[src/rtl/adc_pkg.sv]
// ============================================================================
//  Module      : adc_pkg
//  Description : Shared widths, FSM state encoding and address-bit helper
//                for the serial ADC reader.
//  Revision    : 1.0 - initial release
// ============================================================================
`default_nettype none

package adc_pkg;

    localparam int ADC_DATA_W     = 12;
    localparam int ADC_FRAME_BITS = 16;
    localparam int ADC_ADDR_W     = 3;

    typedef enum logic [2:0] {
        ST_IDLE  = 3'd0,
        ST_SETUP = 3'd1,
        ST_SHIFT = 3'd2,
        ST_DONE  = 3'd3,
        ST_GAP   = 3'd4
    } adc_state_t;

    // Address goes out MSB first during SCLK cycles 3..5 (1-based).
    function automatic logic addr_din_bit(input logic [ADC_ADDR_W-1:0] addr,
                                          input logic [4:0]            cycle);
        logic bit_v;
        bit_v = 1'b0;
        case (cycle)
            5'd3:    bit_v = addr[2];
            5'd4:    bit_v = addr[1];
            5'd5:    bit_v = addr[0];
            default: bit_v = 1'b0;
        endcase
        return bit_v;
    endfunction

endpackage

`default_nettype wire

[src/rtl/adc_sclk_gen.sv]
// ============================================================================
//  Module      : adc_sclk_gen
//  Description : SCLK divider; emits registered SCLK level plus one-clk
//                rise/fall ticks on the clk edge where SCLK toggles.
//  Revision    : 1.0 - initial release
// ============================================================================
`default_nettype none

module adc_sclk_gen #(
    parameter int CLK_DIV = 25
) (
    input  logic clk,
    input  logic rst,
    input  logic i_run,
    input  logic i_park,
    output logic o_sclk,
    output logic o_tick,
    output logic o_rise_tick,
    output logic o_fall_tick
);

    localparam logic [7:0] c_DIV_LAST = 8'(CLK_DIV - 1);

    logic [7:0] r_cnt;
    logic       r_sclk;
    logic       w_tick;

    assign w_tick      = i_run && (r_cnt == c_DIV_LAST);
    assign o_tick      = w_tick;
    assign o_rise_tick = w_tick && !r_sclk && !i_park;
    assign o_fall_tick = w_tick &&  r_sclk && !i_park;
    assign o_sclk      = r_sclk;

    // Parking keeps SCLK high on the closing tick so the frame ends idle-high.
    always_ff @(posedge clk) begin
        if (rst || !i_run) begin
            r_cnt  <= 8'd0;
            r_sclk <= 1'b1;
        end else if (r_cnt == c_DIV_LAST) begin
            r_cnt <= 8'd0;
            if (!i_park) begin
                r_sclk <= ~r_sclk;
            end
        end else begin
            r_cnt <= r_cnt + 8'd1;
        end
    end

endmodule

`default_nettype wire

[src/rtl/adc_spi_reader.sv]
// ============================================================================
//  Module      : adc_spi_reader
//  Description : Continuous 16-bit SPI frame reader for a multi-channel ADC.
//                Optional macro ADC_SPI_READER_DISCARD_EN suppresses results
//                whose previous-frame address does not match their own.
//  Revision    : 1.0 - initial release
// ============================================================================
`default_nettype none

module adc_spi_reader
    import adc_pkg::*;
#(
    parameter int CLK_DIV    = 25,
    parameter int GAP_CYCLES = 8
) (
    input  logic                  clk,
    input  logic                  rst,
    input  logic                  i_enable,
    input  logic [ADC_ADDR_W-1:0] i_channel,
    output logic                  o_adc_cs_n,
    output logic                  o_adc_sclk,
    output logic                  o_adc_din,
    input  logic                  i_adc_dout,
    output logic [ADC_DATA_W-1:0] o_sample_out,
    output logic [ADC_ADDR_W-1:0] o_sample_ch,
    output logic                  o_sample_valid,
    output logic                  o_busy
);

    localparam logic [7:0] c_GAP_LAST  = 8'(GAP_CYCLES - 1);
    localparam logic [4:0] c_LAST_RISE = 5'(ADC_FRAME_BITS);

    adc_state_t                r_state;
    logic                      r_cs_n;
    logic                      r_din;
    logic                      r_busy;
    logic                      r_valid;
    logic [ADC_DATA_W-1:0]     r_sample_out;
    logic [ADC_ADDR_W-1:0]     r_sample_ch;
    logic [ADC_ADDR_W-1:0]     r_addr;
    logic [ADC_ADDR_W-1:0]     r_prev_addr;
    logic                      r_prev_ok;
    logic [ADC_FRAME_BITS-1:0] r_shift;
    logic [4:0]                r_fall_cnt;
    logic [4:0]                r_rise_cnt;
    logic [7:0]                r_gap_cnt;
    logic                      r_dout_s1;
    logic                      r_dout_s2;

    logic w_run;
    logic w_park;
    logic w_sclk;
    logic w_tick;
    logic w_rise_tick;
    logic w_fall_tick;
    logic w_unused_lead;

    assign w_run  = (r_state == ST_SETUP) || (r_state == ST_SHIFT);
    assign w_park = (r_state == ST_SHIFT) && (r_rise_cnt == c_LAST_RISE);
    // Leading frame bits carry no data.
    assign w_unused_lead = &{1'b0, r_shift[ADC_FRAME_BITS-1:ADC_DATA_W]};

    adc_sclk_gen #(
        .CLK_DIV (CLK_DIV)
    ) u_sclk_gen (
        .clk         (clk),
        .rst         (rst),
        .i_run       (w_run),
        .i_park      (w_park),
        .o_sclk      (w_sclk),
        .o_tick      (w_tick),
        .o_rise_tick (w_rise_tick),
        .o_fall_tick (w_fall_tick)
    );

    always_ff @(posedge clk) begin
        if (rst) begin
            r_dout_s1 <= 1'b0;
            r_dout_s2 <= 1'b0;
        end else begin
            r_dout_s1 <= i_adc_dout;
            r_dout_s2 <= r_dout_s1;
        end
    end

    always_ff @(posedge clk) begin
        if (rst) begin
            r_state      <= ST_IDLE;
            r_cs_n       <= 1'b1;
            r_din        <= 1'b0;
            r_busy       <= 1'b0;
            r_valid      <= 1'b0;
            r_sample_out <= '0;
            r_sample_ch  <= '0;
            r_addr       <= '0;
            r_prev_addr  <= '0;
            r_prev_ok    <= 1'b0;
            r_shift      <= '0;
            r_fall_cnt   <= 5'd0;
            r_rise_cnt   <= 5'd0;
            r_gap_cnt    <= 8'd0;
        end else begin
            r_valid <= 1'b0;
            case (r_state)
                ST_IDLE: begin
                    if (i_enable) begin
                        r_state    <= ST_SETUP;
                        r_cs_n     <= 1'b0;
                        r_busy     <= 1'b1;
                        r_addr     <= i_channel;
                        r_fall_cnt <= 5'd0;
                        r_rise_cnt <= 5'd0;
                        r_shift    <= '0;
                    end
                end
                ST_SETUP: begin
                    if (w_fall_tick) begin
                        r_state    <= ST_SHIFT;
                        r_fall_cnt <= 5'd1;
                        r_din      <= addr_din_bit(r_addr, 5'd1);
                    end
                end
                ST_SHIFT: begin
                    if (w_fall_tick) begin
                        r_fall_cnt <= r_fall_cnt + 5'd1;
                        r_din      <= addr_din_bit(r_addr, r_fall_cnt + 5'd1);
                    end
                    if (w_rise_tick) begin
                        r_rise_cnt <= r_rise_cnt + 5'd1;
                        r_shift    <= {r_shift[ADC_FRAME_BITS-2:0], r_dout_s2};
                    end
                    // The frame closes one half-period after the last rising edge.
                    if (w_tick && w_park) begin
                        r_state <= ST_DONE;
`ifdef ADC_SPI_READER_DISCARD_EN
                        if (r_prev_ok && (r_prev_addr == r_addr)) begin
                            r_sample_out <= r_shift[ADC_DATA_W-1:0];
                            r_sample_ch  <= r_prev_addr;
                            r_valid      <= 1'b1;
                        end
`else
                        r_sample_out <= r_shift[ADC_DATA_W-1:0];
                        r_sample_ch  <= r_prev_ok ? r_prev_addr : '0;
                        r_valid      <= 1'b1;
`endif
                    end
                end
                ST_DONE: begin
                    r_state     <= ST_GAP;
                    r_cs_n      <= 1'b1;
                    r_busy      <= 1'b0;
                    r_din       <= 1'b0;
                    r_gap_cnt   <= 8'd0;
                    r_prev_addr <= r_addr;
                    r_prev_ok   <= 1'b1;
                end
                ST_GAP: begin
                    if (r_gap_cnt == c_GAP_LAST) begin
                        if (i_enable) begin
                            r_state    <= ST_SETUP;
                            r_cs_n     <= 1'b0;
                            r_busy     <= 1'b1;
                            r_addr     <= i_channel;
                            r_fall_cnt <= 5'd0;
                            r_rise_cnt <= 5'd0;
                            r_shift    <= '0;
                        end else begin
                            r_state   <= ST_IDLE;
                            r_prev_ok <= 1'b0;
                        end
                    end else begin
                        r_gap_cnt <= r_gap_cnt + 8'd1;
                    end
                end
                default: begin
                    r_state <= ST_IDLE;
                    r_cs_n  <= 1'b1;
                    r_busy  <= 1'b0;
                end
            endcase
        end
    end

    assign o_adc_cs_n     = r_cs_n;
    assign o_adc_sclk     = w_sclk;
    assign o_adc_din      = r_din;
    assign o_sample_out   = r_sample_out;
    assign o_sample_ch    = r_sample_ch;
    assign o_sample_valid = r_valid;
    assign o_busy         = r_busy;

endmodule

`default_nettype wire

[config.mk]
export PLATFORM = sky130hd
export DESIGN_NAME = adc_spi_reader
export DESIGN_NICKNAME = d
export VERILOG_FILES = /design/src/rtl/adc_pkg.sv /design/src/rtl/adc_sclk_gen.sv /design/src/rtl/adc_spi_reader.sv
export SDC_FILE = /design/constraint.sdc
export NUM_CORES = 1
export LEC_CHECK = 0
export ABC_AREA = 1
export ABC_CLOCK_PERIOD_IN_PS = 4550
export BUFFER_PORTS_ARGS = -buffer_cell sky130_fd_sc_hd__buf_4
export CORE_UTILIZATION = 31
export CTS_CLUSTER_SIZE = 8
export DETAILED_ROUTE_END_ITERATION = 8
export GPL_TIMING_DRIVEN = 0
export PLACE_DENSITY = 0.58
export SLEW_MARGIN = 10
export SYNTH_ARGS = -nofsm -noshare
export SYNTH_HDL_FRONTEND = slang
export SYNTH_SLANG_ARGS = --single-unit
export TNS_END_PERCENT = 10
[constraint.sdc]
create_clock -name clk -period 4.55 [get_ports clk]
set_clock_uncertainty 0.15 [all_clocks]
set_input_delay 0.455 -clock clk [delete_from_list [all_inputs] [get_ports clk]]
set_output_delay 0.455 -clock clk [all_outputs]
set_load 0.005 [all_outputs]
Word level (Yosys, flattened, before mapping). Cells that the tools add are included.

Bitwise logic cells: 4. Reduce and logical (&&, ||, !) cells: 31. Equal/unequal tests: 18. Add/subtract/negate cells: 4. Muxes and demuxes: 39.

Operators with widths (count): $mux 16 (3); $pmux 16 s3 (1); $mux 5 (7); $mux 3 (7); $pmux 5 s4 (1); $add 8x1->8 const B (2); $pmux 8 s2 (1); $pmux 3 s5 (1); $pmux 5 s3 (1); $pmux 1 s3 (4); $add 5x1->5 const B (2); $eq 5x3->1 const B (2); $mux 1 (10); $reduce_and 2->1 (5); $reduce_and 3->1 (3); $eq 8x3->1 const B (1); $eq 8x5->1 const B (1); $mux 8 (1); $ne 2x1->1 const B (4); $ne 2x2->1 const B (4); $reduce_and 4->1 (2); $logic_and 1x1->1 (7); $eq 3x2->1 const B (2); $pmux 3 s2 (1); 13 further kinds (23).

Logic and storage cells: 114. Flip-flop bits (word level): 74.

Logic depth before layout (Yosys ltp).
Word-level depth: 7. Mapped depth: 13. Mapped depth without buffers: 13.

Hierarchy. From an unflattened synthesis, not the netlist that was laid out.

Cells, all modules: 456. Area total of the unflattened synthesis: 3298.2 um^2.

Modules (own cells, without submodules): adc_spi_reader (sequential area each 1221.2 um^2, area each 2813.9 um^2, times used 1, cells an instance 393); adc_sclk_gen (sequential area each 180.2 um^2, area each 484.2 um^2, times used 1, cells an instance 63).

Worst setup path before layout. Ideal clock, no wire load.

Path type: flip-flop to flip-flop. Start point: register r_gap_cnt[0]. End point: register r_state[0]. Data required time: 4.287 ns. Stages on the path, launching flop included: 11. Path slack: 2.912 ns. Data arrival time: 1.375 ns. Setup time: 0.113 ns. Buffers on the path: 0. Cells stage by stage: dfxtp_1 > ha_1 > nand3_1 > nor2_2 > nor2_4 > inv_4 > nand2_2 > nor2_1 > nand2_1 > nand2_1 > nor2_1.

Word-level cells in the longest chain between the ends: 3.

Ends and longest elaborated chain: start: declaration (line adc_spi_reader.sv:46) `logic [7:0] r_gap_cnt;`; start signal: assignment (line adc_spi_reader.sv:172) `r_gap_cnt <= r_gap_cnt + 8'd1;`; $eq 8x3->1 (line adc_spi_reader.sv:158) `if (r_gap_cnt == c_GAP_LAST) begin`; $ne 2x2->1 (no line); $reduce_and 4->1 (no line); end signal: assignment (line adc_spi_reader.sv:160) `r_state <= ST_SETUP;`; end signal: assignment (line adc_spi_reader.sv:168) `r_state <= ST_IDLE;`; end signal: assignment (line adc_spi_reader.sv:176) `r_state <= ST_IDLE;`; end: declaration (line adc_spi_reader.sv:33) `adc_state_t r_state;`.

No other way between the ends. A chain may end at the register's enable or synchronous reset.

Worst setup path in the final report.
Start point: register r_gap_cnt[0]. End point: register r_rise_cnt[0].

Word-level cells in the longest chain between the ends: 3.

Ends and longest elaborated chain: $eq 8x3->1 (line adc_spi_reader.sv:158); $ne 2x2->1 (no line); $reduce_and 3->1 (no line); end signal: assignment (line adc_spi_reader.sv:129) `r_rise_cnt <= r_rise_cnt + 5'd1;`; end: declaration (line adc_spi_reader.sv:45) `logic [4:0] r_rise_cnt;`.

No other way between the ends.

==> reports/results.ini <==
[place]
gp_congestion=0.803
portBuffers=26
place_hpwl_mm=5.10
pre_cts_ws_ns=2.64

[cts]
clk_pin_slew_ns=0.08
cts_tree=done
cts_resized=0
cts_sinks=70
clockBufferDepth=2
clock_latency_ns=0.36
postCtsSetupBuffers=0
cts_root_buffer=clkbuf_8
cts-buffers-inserted=9
cts_hold_buf=0
htreeDepth=3

[worst_setup_path]
end_kind=register
cpLargestDelayFamily=compound AO/OA/AOI/OAI gates
arrival_ns=2.05
startpoint_type=register
path_class=register to register
required_ns=4.68
worst_path_largest_cell_delay_ns=0.38
rr_worst_depth=6
cpMaxStageDelayCell=o21ai_1
r2r_slack_ns=2.63
crit_path_cell_trace=ha_1 > nand3_1 > nor2_2 > o21ai_1 > nand2_1 > a21oi_1
crit_buf_inv=0
setup.worst_path.start=r_gap_cnt[0]$_SDFFE_PP0P_
r2r-end=r_rise_cnt[0]$_SDFFE_PP0P_
path_max_fanout=7
r2r_start=r_gap_cnt[0]$_SDFFE_PP0P_

[routing]
first_iter_violations=98
antenna_left=0
drt-pass1-iter-count=4
vias_per_cell=4.64
drc=0
wl_per_cell_um=11.6
wl_mm=6.97
vias=2781

[die]
fp.dieW_um=104
die_area_mm2=0.0108
core_area_mm2=0.00991
ios=27
num_rows=36
die_h_um=104
initial_utilization=0.325

[yosys]
synth_top_cell_by_area=dfxtp_1
avgSynthCellArea_um2=7.60
synth-seq-cells=70
ys_seq_area_frac=0.435
synth_area_mm2=0.00322
yosysTopAreaCellShare=0.435
synth_area_leaders=dfxtp_1 (43%), nand2_1 (7.5%), nor2_1 (7.5%)
syn_nets=440
ys_types=38
synthCells=424
synth_warnings=0

[final_layout]
fillers=1070
area_growth_pct=17.4
n_antenna_cell=0
drive_above_1_share=0.178
seq_area_mm2=0.00140
final_cell_mix=dfxtp_1 (70), nand2_1 (64), nor2_1 (64)
multi_input_comb_area_mm2=0.00155
fin_nets=477
mostFrequentLayoutCell=dfxtp_1

[timing]
fmaxAchievable_ghz=0.520
drv_slew=0
tightestPinTransition_ns=0.531
setup_viol=0
rsz0062_at_grt=no
finalSetupTns_ns=0
relSlewSlack=0.646
period_share=0.423
finalHoldViolations=0
setup_ws_ns=2.63
period_needed_ns=1.92

[power_and_ir_drop]
peakVddDrop_mv=0.182
powerDensity_mw_per_mm2=457
p_leak_nw=1.56

[status]
status=finished, final reports clean

[global_route]
grtUsageTotal=0.138
antenna_found_initial=0
gr-total-overflow=0
grt_pass1_wl_mm=12.0
grt_max_degree=14
grt_pass1_vias=2650

[min_path]
hp-start=i_adc_dout
hp-class=input port to register
whs_endpoint=r_dout_s1$_SDFF_PP0_
min_path_cells=3

[run]
maxCapViolCount=0

[Yosys cell counts, drive strengths merged]
cell type,n
or2,2
inv,47
dfxtp,70
o22ai,1
nand3,37
nor3,9
xnor2,3
and2,1
clkinv,1
ha,9
a21o,1
a21oi,34
o21ai,29
buf,9
clkbuf,4
nor2,73
nand3b,1
nand2,72
nand4,11
nor3b,1
xor2,8
nor2b,1
[routing by layer]
metal  vias up  wire [µm]  GRT usage
li1       1443          -          -
met1      1291       3340      0.167
met5         -          0          0
met3         8        220     0.0363
met2        39       3320      0.229
met4         0         83     0.0602
[worst max-delay path by stage]
stage                                  to  slack (ns)  depth (start not counted)
2_1_floorplan     r_state[0]$_SDFFE_PP0P_        2.91                         10
3_3_place_gp    r_gap_cnt[1]$_SDFFE_PP0P_        2.69                          8
3_5_place_dp   r_rise_cnt[0]$_SDFFE_PP0P_        2.64                          6
4_1_cts        r_rise_cnt[0]$_SDFFE_PP0P_        2.61                          6
5_1_grt        r_rise_cnt[0]$_SDFFE_PP0P_        2.45                          6
6_report       r_rise_cnt[0]$_SDFFE_PP0P_        2.63                          6
[registers in the layout (all words and copies together) (netlist names), 3 cells and up]
signal,cells
r_state,3
o_sample_out,12
r_fall_cnt,5
r_gap_cnt,8
r_shift,12
u_sclk_gen.r_cnt,8
r_addr,3
r_prev_addr,3
r_rise_cnt,5
o_sample_ch,3
[stage by stage]
step,cells,power [mW],cell area [µm²],util,hold slack [ns]
final,599,1.73,3780,0.382,0.156
after floorplan,424,1.12,3220,-,0.238
after CTS,599,1.75,3780,0.382,0.150
after global routing,599,1.86,3780,0.382,0.153
after detailed placement,583,1.24,3580,0.362,0.250
after global placement,583,1.23,3580,0.362,0.243
[kinds of logic after synthesis]
group,after synthesis,synth area share
AO/OA/AOI/OAI,65,0.103
XOR/XNOR,11,0.0299
adder cells (fa/ha/maj),9,0.0349
buffers and inverters,61,0.0838
flip-flops,70,0.435
AND/OR/NAND/NOR,208,0.313
[power breakdown]
group | total [mW] | switching [mW] | internal, mW
clock | 0.504 | 0.250 | 0.255
combinational | 0.493 | 0.317 | 0.175
sequential | 0.731 | 0.0539 | 0.677
total | 1.73 | 0.621 | 1.11
[worst min-delay path, delay by kind of cell]
family	cells	cell delay [ns]
buffers and inverters	2	0.11
and+or+nand+nor	1	0.06
[area by class of cell]
type,count,area share
Buffer,13,0.0218
Clock buffer,9,0.0327
Clock inverter,7,0.0195
Inverter,48,0.0496
Multi-Input combinational cell,293,0.410
Sequential cell,70,0.370
Tap cell,133,0.0440
Timing Repair Buffer,26,0.0516
No activity file was read; power rests on OpenSTA's default activity.
